### config.mk
export PLATFORM = sky130hd
export DESIGN_NAME = mc_control_unit_flat
export DESIGN_NICKNAME = d
export VERILOG_FILES = /design/src/rtl/mc_cu_pkg.sv /design/src/rtl/mc_control_unit_if.sv /design/src/rtl/mc_cu_decode.sv /design/src/rtl/mc_control_unit.sv /design/src/flat_wrapper.sv
export SDC_FILE = /design/constraint.sdc
export NUM_CORES = 1
export LEC_CHECK = 0
export CORE_MARGIN = 1
export CORE_UTILIZATION = 44
export DETAILED_ROUTE_END_ITERATION = 6
export PLACE_DENSITY = 0.83
export SYNTH_ARGS = -nofsm -noshare
export SYNTH_HDL_FRONTEND = slang
export SYNTH_SLANG_ARGS = --single-unit
### constraint.sdc
create_clock -name clk -period 3.01 [get_ports clk]
set_input_delay 0.4515 -clock clk [delete_from_list [all_inputs] [get_ports clk]]
set_output_delay 0.4515 -clock clk [all_outputs]
set_load 0.01 [all_outputs]
### src/rtl/mc_cu_pkg.sv
// Shared definitions for the multi-cycle control unit:
// opcode map, FSM state encoding, flag bit indices and decode class bundle.
package mc_cu_pkg;

    localparam logic [5:0] OP_BRZ   = 6'h00;
    localparam logic [5:0] OP_BRN   = 6'h01;
    localparam logic [5:0] OP_BRC   = 6'h02;
    localparam logic [5:0] OP_BRO   = 6'h03;
    localparam logic [5:0] OP_LOAD  = 6'h04;
    localparam logic [5:0] OP_STORE = 6'h05;
    localparam logic [5:0] OP_BRA   = 6'h06;
    localparam logic [5:0] OP_JMP   = 6'h07;
    localparam logic [5:0] OP_RET   = 6'h08;
    localparam logic [5:0] OP_ADD   = 6'h09;
    localparam logic [5:0] OP_SUB   = 6'h0A;
    localparam logic [5:0] OP_ADC   = 6'h0B;
    localparam logic [5:0] OP_SBC   = 6'h0C;
    localparam logic [5:0] OP_LSL   = 6'h0D;
    localparam logic [5:0] OP_RSL   = 6'h0E;
    localparam logic [5:0] OP_MOV   = 6'h0F;
    localparam logic [5:0] OP_MUL   = 6'h10;
    localparam logic [5:0] OP_DIV   = 6'h11;
    localparam logic [5:0] OP_MOD   = 6'h12;
    localparam logic [5:0] OP_AND   = 6'h13;
    localparam logic [5:0] OP_OR    = 6'h14;
    localparam logic [5:0] OP_XOR   = 6'h15;
    localparam logic [5:0] OP_NOT   = 6'h16;
    localparam logic [5:0] OP_CMP   = 6'h17;
    localparam logic [5:0] OP_TST   = 6'h18;
    localparam logic [5:0] OP_INC   = 6'h19;
    localparam logic [5:0] OP_DEC   = 6'h1A;
    localparam logic [5:0] OP_LAST  = 6'h1A;

    localparam int FLG_Z = 0;
    localparam int FLG_N = 1;
    localparam int FLG_C = 2;
    localparam int FLG_V = 3;

    typedef enum logic [2:0] {
        S_FETCH    = 3'd0,
        S_DECODE   = 3'd1,
        S_EXEC     = 3'd2,
        S_ALU_WAIT = 3'd3,
        S_MEM      = 3'd4,
        S_WB       = 3'd5,
        S_TRAP     = 3'd6
    } state_t;

    // is_branch covers the unconditional transfers (bra/jmp/ret);
    // conditional branches are flagged separately by is_cond.
    typedef struct packed {
        logic is_cond;
        logic is_branch;
        logic is_jmp;
        logic is_ret;
        logic is_mov;
        logic is_mem;
        logic is_store;
        logic is_alu;
        logic writes_acc;
        logic is_illegal;
    } dec_t;

endpackage

### src/rtl/mc_control_unit_if.sv
// Handshake/bus bundle between the control unit and the datapath/memories.
// master: control unit side; slave: datapath, memories and ALU side.
interface mc_control_unit_if #(
    parameter int OPC_W = 6
);
    logic             imem_req;
    logic             imem_ack;
    logic [OPC_W-1:0] opcode;
    logic [3:0]       flags;
    logic             alu_start;
    logic             alu_done;
    logic [OPC_W-1:0] alu_op;
    logic             dmem_req;
    logic             dmem_we;
    logic             dmem_ack;
    logic             acc_we;
    logic             flags_we;
    logic             pc_inc;
    logic             pc_load;
    logic             sp_push;
    logic             sp_pop;
    logic             illegal;

    modport master (
        output imem_req, alu_start, alu_op, dmem_req, dmem_we,
        output acc_we, flags_we, pc_inc, pc_load, sp_push, sp_pop,
        output illegal,
        input  imem_ack, opcode, flags, alu_done, dmem_ack
    );

    modport slave (
        input  imem_req, alu_start, alu_op, dmem_req, dmem_we,
        input  acc_we, flags_we, pc_inc, pc_load, sp_push, sp_pop,
        input  illegal,
        output imem_ack, opcode, flags, alu_done, dmem_ack
    );
endinterface

### src/rtl/mc_cu_decode.sv
// Combinational opcode classifier for the control unit.
// Ports: ir (latched opcode) in; cls (dec_t class bundle) out.
module mc_cu_decode
    import mc_cu_pkg::*;
#(
    parameter int OPC_W = 6
) (
    input  logic [OPC_W-1:0] ir,
    output dec_t             cls
);
    logic [5:0] lo;

    always_comb begin
        cls = '0;
        lo  = ir[5:0];
        if (ir > OPC_W'(OP_LAST)) begin
            cls.is_illegal = 1'b1;
        end else begin
            unique case (1'b1)
                (lo <= OP_BRO): cls.is_cond = 1'b1;
                (lo == OP_LOAD): begin
                    cls.is_mem     = 1'b1;
                    cls.writes_acc = 1'b1;
                end
                (lo == OP_STORE): begin
                    cls.is_mem   = 1'b1;
                    cls.is_store = 1'b1;
                end
                (lo == OP_BRA): cls.is_branch = 1'b1;
                (lo == OP_JMP): begin
                    cls.is_branch = 1'b1;
                    cls.is_jmp    = 1'b1;
                end
                (lo == OP_RET): begin
                    cls.is_branch = 1'b1;
                    cls.is_ret    = 1'b1;
                end
                (lo == OP_MOV): begin
                    cls.is_mov     = 1'b1;
                    cls.writes_acc = 1'b1;
                end
                default: begin
                    cls.is_alu     = 1'b1;
                    cls.writes_acc = !(lo == OP_CMP || lo == OP_TST);
                end
            endcase
        end
    end
endmodule

### src/rtl/mc_control_unit.sv
// Multi-cycle control unit: fetch/decode/exec/mem/wb sequencing with
// req/ack handshakes, branch evaluation from flags and illegal-op trap.
// Ports: clk, rst (async, active-high), bus (mc_control_unit_if.master).
// Optional: MC_CU_MEM_TIMEOUT_EN traps a data access that waits
// TIMEOUT_CYC cycles without dmem_ack.
module mc_control_unit
    import mc_cu_pkg::*;
#(
    parameter int OPC_W       = 6,
    parameter int TIMEOUT_CYC = 255
) (
    input logic                clk,
    input logic                rst,
    mc_control_unit_if.master  bus
);
    state_t           state;
    state_t           state_nx;
    logic [OPC_W-1:0] ir;
    dec_t             cls;
    logic             taken;
    logic             mem_to;

    logic imem_req, alu_start, dmem_req, dmem_we, acc_we, flags_we;
    logic pc_inc, pc_load, sp_push, sp_pop, illegal;

    mc_cu_decode #(.OPC_W(OPC_W)) u_dec (
        .ir  (ir),
        .cls (cls)
    );

    // brz/brn/brc/bro occupy 0..3 in the same order as Z/N/C/V.
    assign taken = bus.flags[ir[1:0]];

    always_ff @(posedge clk or posedge rst) begin
        if (rst) begin
            state <= S_FETCH;
            ir    <= '0;
        end else begin
            state <= state_nx;
            if (state == S_FETCH && bus.imem_ack)
                ir <= bus.opcode;
        end
    end

`ifdef MC_CU_MEM_TIMEOUT_EN
    localparam int TW = $clog2(TIMEOUT_CYC + 1);
    logic [TW-1:0] to_cnt;

    // Held at zero outside MEM, so every MEM visit starts from zero.
    always_ff @(posedge clk or posedge rst) begin
        if (rst)
            to_cnt <= '0;
        else if (state != S_MEM)
            to_cnt <= '0;
        else if (!bus.dmem_ack)
            to_cnt <= to_cnt + 1'b1;
    end

    assign mem_to = (to_cnt == TW'(TIMEOUT_CYC - 1));
`else
    assign mem_to = 1'b0;
`endif

    always_comb begin
        state_nx  = state;
        imem_req  = 1'b0;
        alu_start = 1'b0;
        dmem_req  = 1'b0;
        dmem_we   = 1'b0;
        acc_we    = 1'b0;
        flags_we  = 1'b0;
        pc_inc    = 1'b0;
        pc_load   = 1'b0;
        sp_push   = 1'b0;
        sp_pop    = 1'b0;
        illegal   = 1'b0;
        if (!rst) begin
            unique case (state)
                S_FETCH: begin
                    imem_req = 1'b1;
                    if (bus.imem_ack)
                        state_nx = S_DECODE;
                end
                S_DECODE: begin
                    state_nx = S_FETCH;
                    unique case (1'b1)
                        cls.is_illegal: state_nx = S_TRAP;
                        cls.is_cond: begin
                            pc_load = taken;
                            pc_inc  = !taken;
                        end
                        cls.is_branch: begin
                            pc_load = 1'b1;
                            sp_push = cls.is_jmp;
                            sp_pop  = cls.is_ret;
                        end
                        cls.is_mov: begin
                            acc_we = 1'b1;
                            pc_inc = 1'b1;
                        end
                        cls.is_mem: state_nx = S_MEM;
                        cls.is_alu: state_nx = S_EXEC;
                        default:    state_nx = S_FETCH;
                    endcase
                end
                S_EXEC: begin
                    alu_start = 1'b1;
                    state_nx  = S_ALU_WAIT;
                end
                S_ALU_WAIT: begin
                    if (bus.alu_done)
                        state_nx = S_WB;
                end
                S_MEM: begin
                    dmem_req = 1'b1;
                    dmem_we  = cls.is_store;
                    if (bus.dmem_ack)
                        state_nx = S_WB;
                    else if (mem_to)
                        state_nx = S_TRAP;
                end
                S_WB: begin
                    pc_inc   = 1'b1;
                    flags_we = cls.is_alu;
                    acc_we   = cls.writes_acc;
                    state_nx = S_FETCH;
                end
                S_TRAP: illegal = 1'b1;
                default: state_nx = S_FETCH;
            endcase
        end
    end

    assign bus.imem_req  = imem_req;
    assign bus.alu_start = alu_start;
    assign bus.alu_op    = rst ? '0 : ir;
    assign bus.dmem_req  = dmem_req;
    assign bus.dmem_we   = dmem_we;
    assign bus.acc_we    = acc_we;
    assign bus.flags_we  = flags_we;
    assign bus.pc_inc    = pc_inc;
    assign bus.pc_load   = pc_load;
    assign bus.sp_push   = sp_push;
    assign bus.sp_pop    = sp_pop;
    assign bus.illegal   = illegal;
endmodule

### src/flat_wrapper.sv
// flat-port wrapper written by rule: the top's interface ports become plain ports
module mc_control_unit_flat import mc_cu_pkg::*;
#(
    parameter int OPC_W       = 6,
    parameter int TIMEOUT_CYC = 255
)
  (clk, rst, bus_imem_req, bus_alu_start, bus_alu_op, bus_dmem_req, bus_dmem_we, bus_acc_we, bus_flags_we, bus_pc_inc, bus_pc_load, bus_sp_push, bus_sp_pop, bus_illegal, bus_imem_ack, bus_opcode, bus_flags, bus_alu_done, bus_dmem_ack);
  mc_control_unit_if #(.OPC_W(OPC_W)) bus_i ();
  input logic clk;
  input logic rst;
  output wire logic [$bits(bus_i.imem_req)-1:0] bus_imem_req;
  output wire logic [$bits(bus_i.alu_start)-1:0] bus_alu_start;
  output wire logic [$bits(bus_i.alu_op)-1:0] bus_alu_op;
  output wire logic [$bits(bus_i.dmem_req)-1:0] bus_dmem_req;
  output wire logic [$bits(bus_i.dmem_we)-1:0] bus_dmem_we;
  output wire logic [$bits(bus_i.acc_we)-1:0] bus_acc_we;
  output wire logic [$bits(bus_i.flags_we)-1:0] bus_flags_we;
  output wire logic [$bits(bus_i.pc_inc)-1:0] bus_pc_inc;
  output wire logic [$bits(bus_i.pc_load)-1:0] bus_pc_load;
  output wire logic [$bits(bus_i.sp_push)-1:0] bus_sp_push;
  output wire logic [$bits(bus_i.sp_pop)-1:0] bus_sp_pop;
  output wire logic [$bits(bus_i.illegal)-1:0] bus_illegal;
  input wire logic [$bits(bus_i.imem_ack)-1:0] bus_imem_ack;
  input wire logic [$bits(bus_i.opcode)-1:0] bus_opcode;
  input wire logic [$bits(bus_i.flags)-1:0] bus_flags;
  input wire logic [$bits(bus_i.alu_done)-1:0] bus_alu_done;
  input wire logic [$bits(bus_i.dmem_ack)-1:0] bus_dmem_ack;
  assign bus_imem_req = bus_i.imem_req;
  assign bus_alu_start = bus_i.alu_start;
  assign bus_alu_op = bus_i.alu_op;
  assign bus_dmem_req = bus_i.dmem_req;
  assign bus_dmem_we = bus_i.dmem_we;
  assign bus_acc_we = bus_i.acc_we;
  assign bus_flags_we = bus_i.flags_we;
  assign bus_pc_inc = bus_i.pc_inc;
  assign bus_pc_load = bus_i.pc_load;
  assign bus_sp_push = bus_i.sp_push;
  assign bus_sp_pop = bus_i.sp_pop;
  assign bus_illegal = bus_i.illegal;
  assign bus_i.imem_ack = bus_imem_ack;
  assign bus_i.opcode = bus_opcode;
  assign bus_i.flags = bus_flags;
  assign bus_i.alu_done = bus_alu_done;
  assign bus_i.dmem_ack = bus_dmem_ack;
  mc_control_unit #(.OPC_W(OPC_W), .TIMEOUT_CYC(TIMEOUT_CYC)) u_core (.clk(clk), .rst(rst), .bus(bus_i));
endmodule
After elaboration in Yosys (flattened, before gate mapping)
Cells that the tools add are included.
{"block": "op_classes", "order_cmp": 3, "eq_ne": 17, "n_mux": 46, "bitwise": 2, "n_reduce_logical": 11}
{"cell": "1-bit two-way mux", "n": 33}
{"cell": "6-bit by 3-bit == test with 1-bit output (second input constant)", "n": 4}
{"cell": "3-bit case mux with 6 select lines", "n": 1}
{"cell": "6-bit by 4-bit == test with 1-bit output (second input constant)", "n": 2}
{"cell": "6-bit by 5-bit == test with 1-bit output (second input constant)", "n": 2}
{"cell": "1-bit case mux with 2 select lines", "n": 5}
{"cell": "3-bit == test (second input constant)", "n": 3}
{"cell": "3-bit two-way mux", "n": 3}
{"cell": "9-bit two-way mux", "n": 1}
{"cell": "3-bit case mux with 3 select lines", "n": 1}
{"cell": "7-bit OR reduction", "n": 1}
{"cell": "3-bit by 2-bit == test with 1-bit output (second input constant)", "n": 2}
{"cell": "6-bit by 5-bit > comparator with 1-bit output (second input constant)", "n": 1}
{"cell": "6-bit by 2-bit less-or-equal comparator with 1-bit output (second input constant)", "n": 1}
{"cell": "6-bit two-way mux", "n": 1}
{"cell": "2-bit inequality test (second input constant)", "n": 3}
{"cell": "5-bit AND reduction", "n": 1}
{"cell": "5-bit OR reduction", "n": 1}
{"cell": "2-bit OR reduction", "n": 2}
{"cell": "3-bit by 1-bit == test with 1-bit output (second input constant)", "n": 1}
{"cell": "3-bit logical NOT", "n": 1}
{"cell": "2-bit by 3-bit < comparator with 1-bit output (second input constant)", "n": 1}
{"cell": "3-bit OR reduction", "n": 1}
{"cell": "1-bit binary-select mux with 2-bit select", "n": 1}
{"cell": "4 further kinds", "n": 6}
{"block": "totals", "ff_bits": 9, "input_bits": 15, "output_inout_bits": 17, "wordCells": 81}

Logic depth before layout (Yosys ltp)
Gate-level depths: netlist of run 1.
{"block": "logic_depth", "depth_word": 8, "ltp_mapped": 5, "depth_no_buf": 4}

Hierarchy
Synthesis of run 1 repeated with hierarchy kept, for this count alone.
{"block": "hier_totals", "cells_unflattened": 88, "area_unflattened_um2": 792.0}
{"module": "mc_control_unit", "instances": 1, "cells_per_inst": 61, "area_per_inst_um2": 590.6, "seq_area_each_um2": 225.2}
{"module": "mc_cu_decode", "instances": 1, "cells_per_inst": 27, "area_per_inst_um2": 201.4, "seq_area_each_um2": 0.0}

Worst setup path after synthesis of run 1
No wires, ideal clock.
{"block": "synth_timing", "path_type": "flip-flop to output port", "from": "reg u_core.ir[0]", "to": "out bus_acc_we", "t_arrival_ps": 1350, "t_required_ps": 2558, "slack_ps": 1208, "path_stages_with_launch": 6, "n_path_buf": 1, "cell_sequence": "dfrtp_1 buf_4 a21oi_1 o21bai_1 or2_2 nor3_1"}
{"block": "synth_via", "elab_chain_cells": 7, "elab_cells_between_ends": 20, "classes_between": "order compare: 2; eq/ne: 8; mux: 6; reduce/logical: 4"}
{"item": "from (decl)", "line_no": "mc_control_unit.sv:18", "source": "logic [OPC_W-1:0] ir;"}
{"item": "from (signal assigned)", "line_no": "mc_control_unit.sv:41", "source": "ir <= bus.opcode;"}
{"item": "parallel branches: the longest is 4 deep, another holds 6-bit by 2-bit less-or-equal comparator with 1-bit output"}
{"item": "9-bit two-way mux *", "line_no": "mc_cu_decode.sv:16", "source": "if (ir > OPC_W'(OP_LAST)) begin"}
{"item": "1-bit case mux with 2 select lines *", "line_no": "mc_control_unit.sv:78", "source": "unique case (state)"}
{"item": "1-bit two-way mux *", "line_no": "mc_control_unit.sv:77", "source": "if (!rst) begin"}
{"item": "to (decl)", "line_no": "flat_wrapper.sv:16", "source": "output wire logic [$bits(bus_i.acc_we)-1:0] bus_acc_we;"}
Mark *: on every way between the ends.

Worst setup path after layout of run 1
{"block": "layout_timing", "from": "reg u_core.ir[0]", "to": "out bus_pc_inc"}
{"block": "layout_via", "elab_chain_cells": 6, "elab_cells_between_ends": 12, "classes_between": "order compare: 2; eq/ne: 1; mux: 8; reduce/logical: 1"}
{"item": "6-bit by 2-bit less-or-equal comparator with 1-bit output (tied with other cells)", "line_no": "mc_cu_decode.sv:20", "source": "(lo <= OP_BRO): cls.is_cond = 1'b1;"}
{"item": "1-bit two-way mux (on tied branches)", "line_no": "mc_cu_decode.sv:19, mc_control_unit.sv:32"}
{"item": "9-bit two-way mux / 1-bit logical NOT (equally long branches)", "line_no": "mc_cu_decode.sv:16, mc_control_unit.sv:90"}
{"item": "1-bit case mux with 2 select lines *", "line_no": "mc_control_unit.sv:86", "source": "unique case (1'b1)"}
{"item": "1-bit case mux with 2 select lines *", "line_no": "mc_control_unit.sv:78"}
{"item": "1-bit two-way mux *", "line_no": "mc_control_unit.sv:77"}
{"item": "to (decl)", "line_no": "flat_wrapper.sv:18", "source": "output wire logic [$bits(bus_i.pc_inc)-1:0] bus_pc_inc;"}
Every way passes the cells marked *; elsewhere a longest branch is shown, timed or not. The select of a mux whose other input is x is not followed.

==> flow_summary.toml, run 1 <==
[status]
status = "finished with violations"
failed_checks = "DRC"

[detailed_routing]
drt-total-wl_um = 1750
wl_per_cell_um = 12.8
vias = 783
remaining_drc_errors = 6
routed_via_density = 5.72
dr.first_iter.drc_count = 29
ant_nets = 0
first_pass_iters = 6

[setup_path]
worst-setup-path-type = "flop to output port"
start_kind = "flop"
cp_max_fo = 12
r2r_cells = 4
timing.rr.start = "u_core.ir[1]"
cp.required_ps = 2560
crit_start = "u_core.ir[0]"
cp-end-kind = "output port"
cp.arrival_ps = 2280

[timing]
max_clock_freq_ghz = 0.367
min_period_ps = 2730
fin_setup_tns_ps = 0
rsz0062_at_grt = "no"
slew_violations = 0
setup_slack_ps = 282
setup_viol = 0
fin_skew_ps = 2.34
hold_viol = 0
finalCritPeriodShare_pct = 90.6
tightestPinTransition_ps = 460
relSlewSlack_pct = 69.2

[layout]
finalNonFillerCells = 137
insertedDiodeCount = 0
drive_gt1_share_pct = 11.6
design_area_um2 = 1080
finalNetCount = 137
area_delta_synth_final_pct = 43.8

[flow_run]
drv_cap = 0

[synth]
synth_area_leaders = "dfrtp_1 (30%), mux2_2 (9.0%), nor2b_1 (5.0%)"
synth_area_um2 = 754
synth_area_per_cell_um2 = 8.20
syn-num-nets = 107
ys_top_cells_by_count = "dfrtp_1 (9), nand2_1 (9)"
ys_seq_area_share_pct = 29.9
synth.top_cell.area_share_pct = 29.9
synth_edf_count = 0
ys_ff_latch = 9
synthArstFlopShare_pct = 100
synth.distinct_cells = 33
ys_warn_count = 0
ys.flop_type = "dfrtp_1"
yosysTopAreaCell = "dfrtp_1"
synthCells = 92

[clock_tree]
clk_pin_slew_ps = 60
cts_resized = 0
postCtsSetupRepairBufs = 0
cts_buffers = 3
clk_latency_ps = 260
cts.sinks = 9
root_buffer = "clkbuf_4"
htree_levels = 1
holdBufCountCts = 0
cts_tree = "built"
clockBufferDepth = 2

[grt]
track_usage_pct = 21.6
antenna_found_initial = 0
overflow = 0
grt_pass1_vias = 721
grt_max_degree = 16
grt_pass1_wl_um = 3050

[pwr]
finalPower_mw = 0.872
ir_drop_v = 0.000619
p_leak_nw = 0.415
p_per_area_nw_per_um2 = 804

[floorplan]
rows = 14
die_w_um = 43.4
core-area_um2 = 1560
die_h_um = 43.4
ios = 32
dieArea_um2 = 1880
initial_core_util_pct = 48.4

[placed_design]
dp_hpwl_um = 1360
dpl_cell_area_um2 = 1060
numPortBuffers = 31
place_inst = 133
finalWeightedCongestion = 0.809
pre_cts_slack_ps = 363

[worst_hold_path]
min_from = "u_core.state[0]"
worstHoldPathCells = 2
holdCritPathClass = "flop to flop"
==> layout by cell type, fill, tap and decap left out, types with 3 or more instances in the layout <==
master | netlist | routed
clkdlybuf4s50_1 | 0 | 31
nand3_1 | 3 | 3
nor2b_1 | 6 | 6
mux2_2 | 6 | 6
a21oi_1 | 5 | 5
dfrtp_1 | 9 | 9
nand2_1 | 9 | 9
inv_1 | 5 | 5
nor2_1 | 6 | 6
nor3_1 | 5 | 5
clkbuf_4 | 0 | 3
==> path summary, 6_finish.rpt <==
kind	slack [ps]	endpoint
setup reg to reg	1370	u_core.state[1]
min in group asynchronous	710	u_core.ir[5]
max in group asynchronous	2170	u_core.ir[1]
hold reg to reg	690	u_core.state[0]
setup / recovery	280	bus_pc_inc
hold / removal	690	u_core.state[0]
==> cell families after synthesis <==
group / Yosys count / share of synthesized area (%)
flops: 9 / 29.9
compound gates: 18 / 17.6
buf+inv: 13 / 7.96
simple gates: 44 / 33.0
mux: 8 / 11.6
==> stage by stage <==
stage	utilization, %	hold WS (ps)
6_report	69.6	686
5_1_grt	69.6	733
4_1_cts	69.6	684
3_5_place_dp	67.9	674
3_3_place_gp	67.9	660
2_1_floorplan	-	496
==> per-layer routing <==
layer / vias up / routed length (um) / GRT usage [%]
li1: 387 / - / -
met1: 367 / 772 / 27.8
met2: 25 / 886 / 36.7
met3: 4 / 80 / 2.50
met4: 0 / 14 / 9.38
met5: - / 0 / 0
==> area by class of cell <==
cell class                 instances  area (um2)
clock buffer                       4        26.3
tap                               16        20.0
sequential                         9         225
multi-input combinational         70         469
timing repair buffer              33         325
fill                             132         474
inverter                           5        18.8
==> registers in the layout, indices dropped and copies added, names as in the netlist <==
signal	flops
u_core.ir	6
u_core.state	3
==> report_power, final <==
part           total (mW)  internal (mW)  switching [mW]
sequential          0.355          0.180           0.175
clock              0.0915         0.0510          0.0406
combinational       0.426          0.251           0.175
==> worst max-delay path: stages, from the launching register on <==
cell	delay, ps
dfrtp_1	570
mux2i_1	280
nand3_1	100
a311o_1	370
a21oi_1	150
clkdlybuf4s50_1	550
(Power assumes the default switching activity.)
==> inputs of run 2 (changes only) <==
GPL_ROUTABILITY_DRIVEN = 1   (was unset)
==> results of run 2 <==
The final DEF is identical to that of run 1; final timing and power are the same.
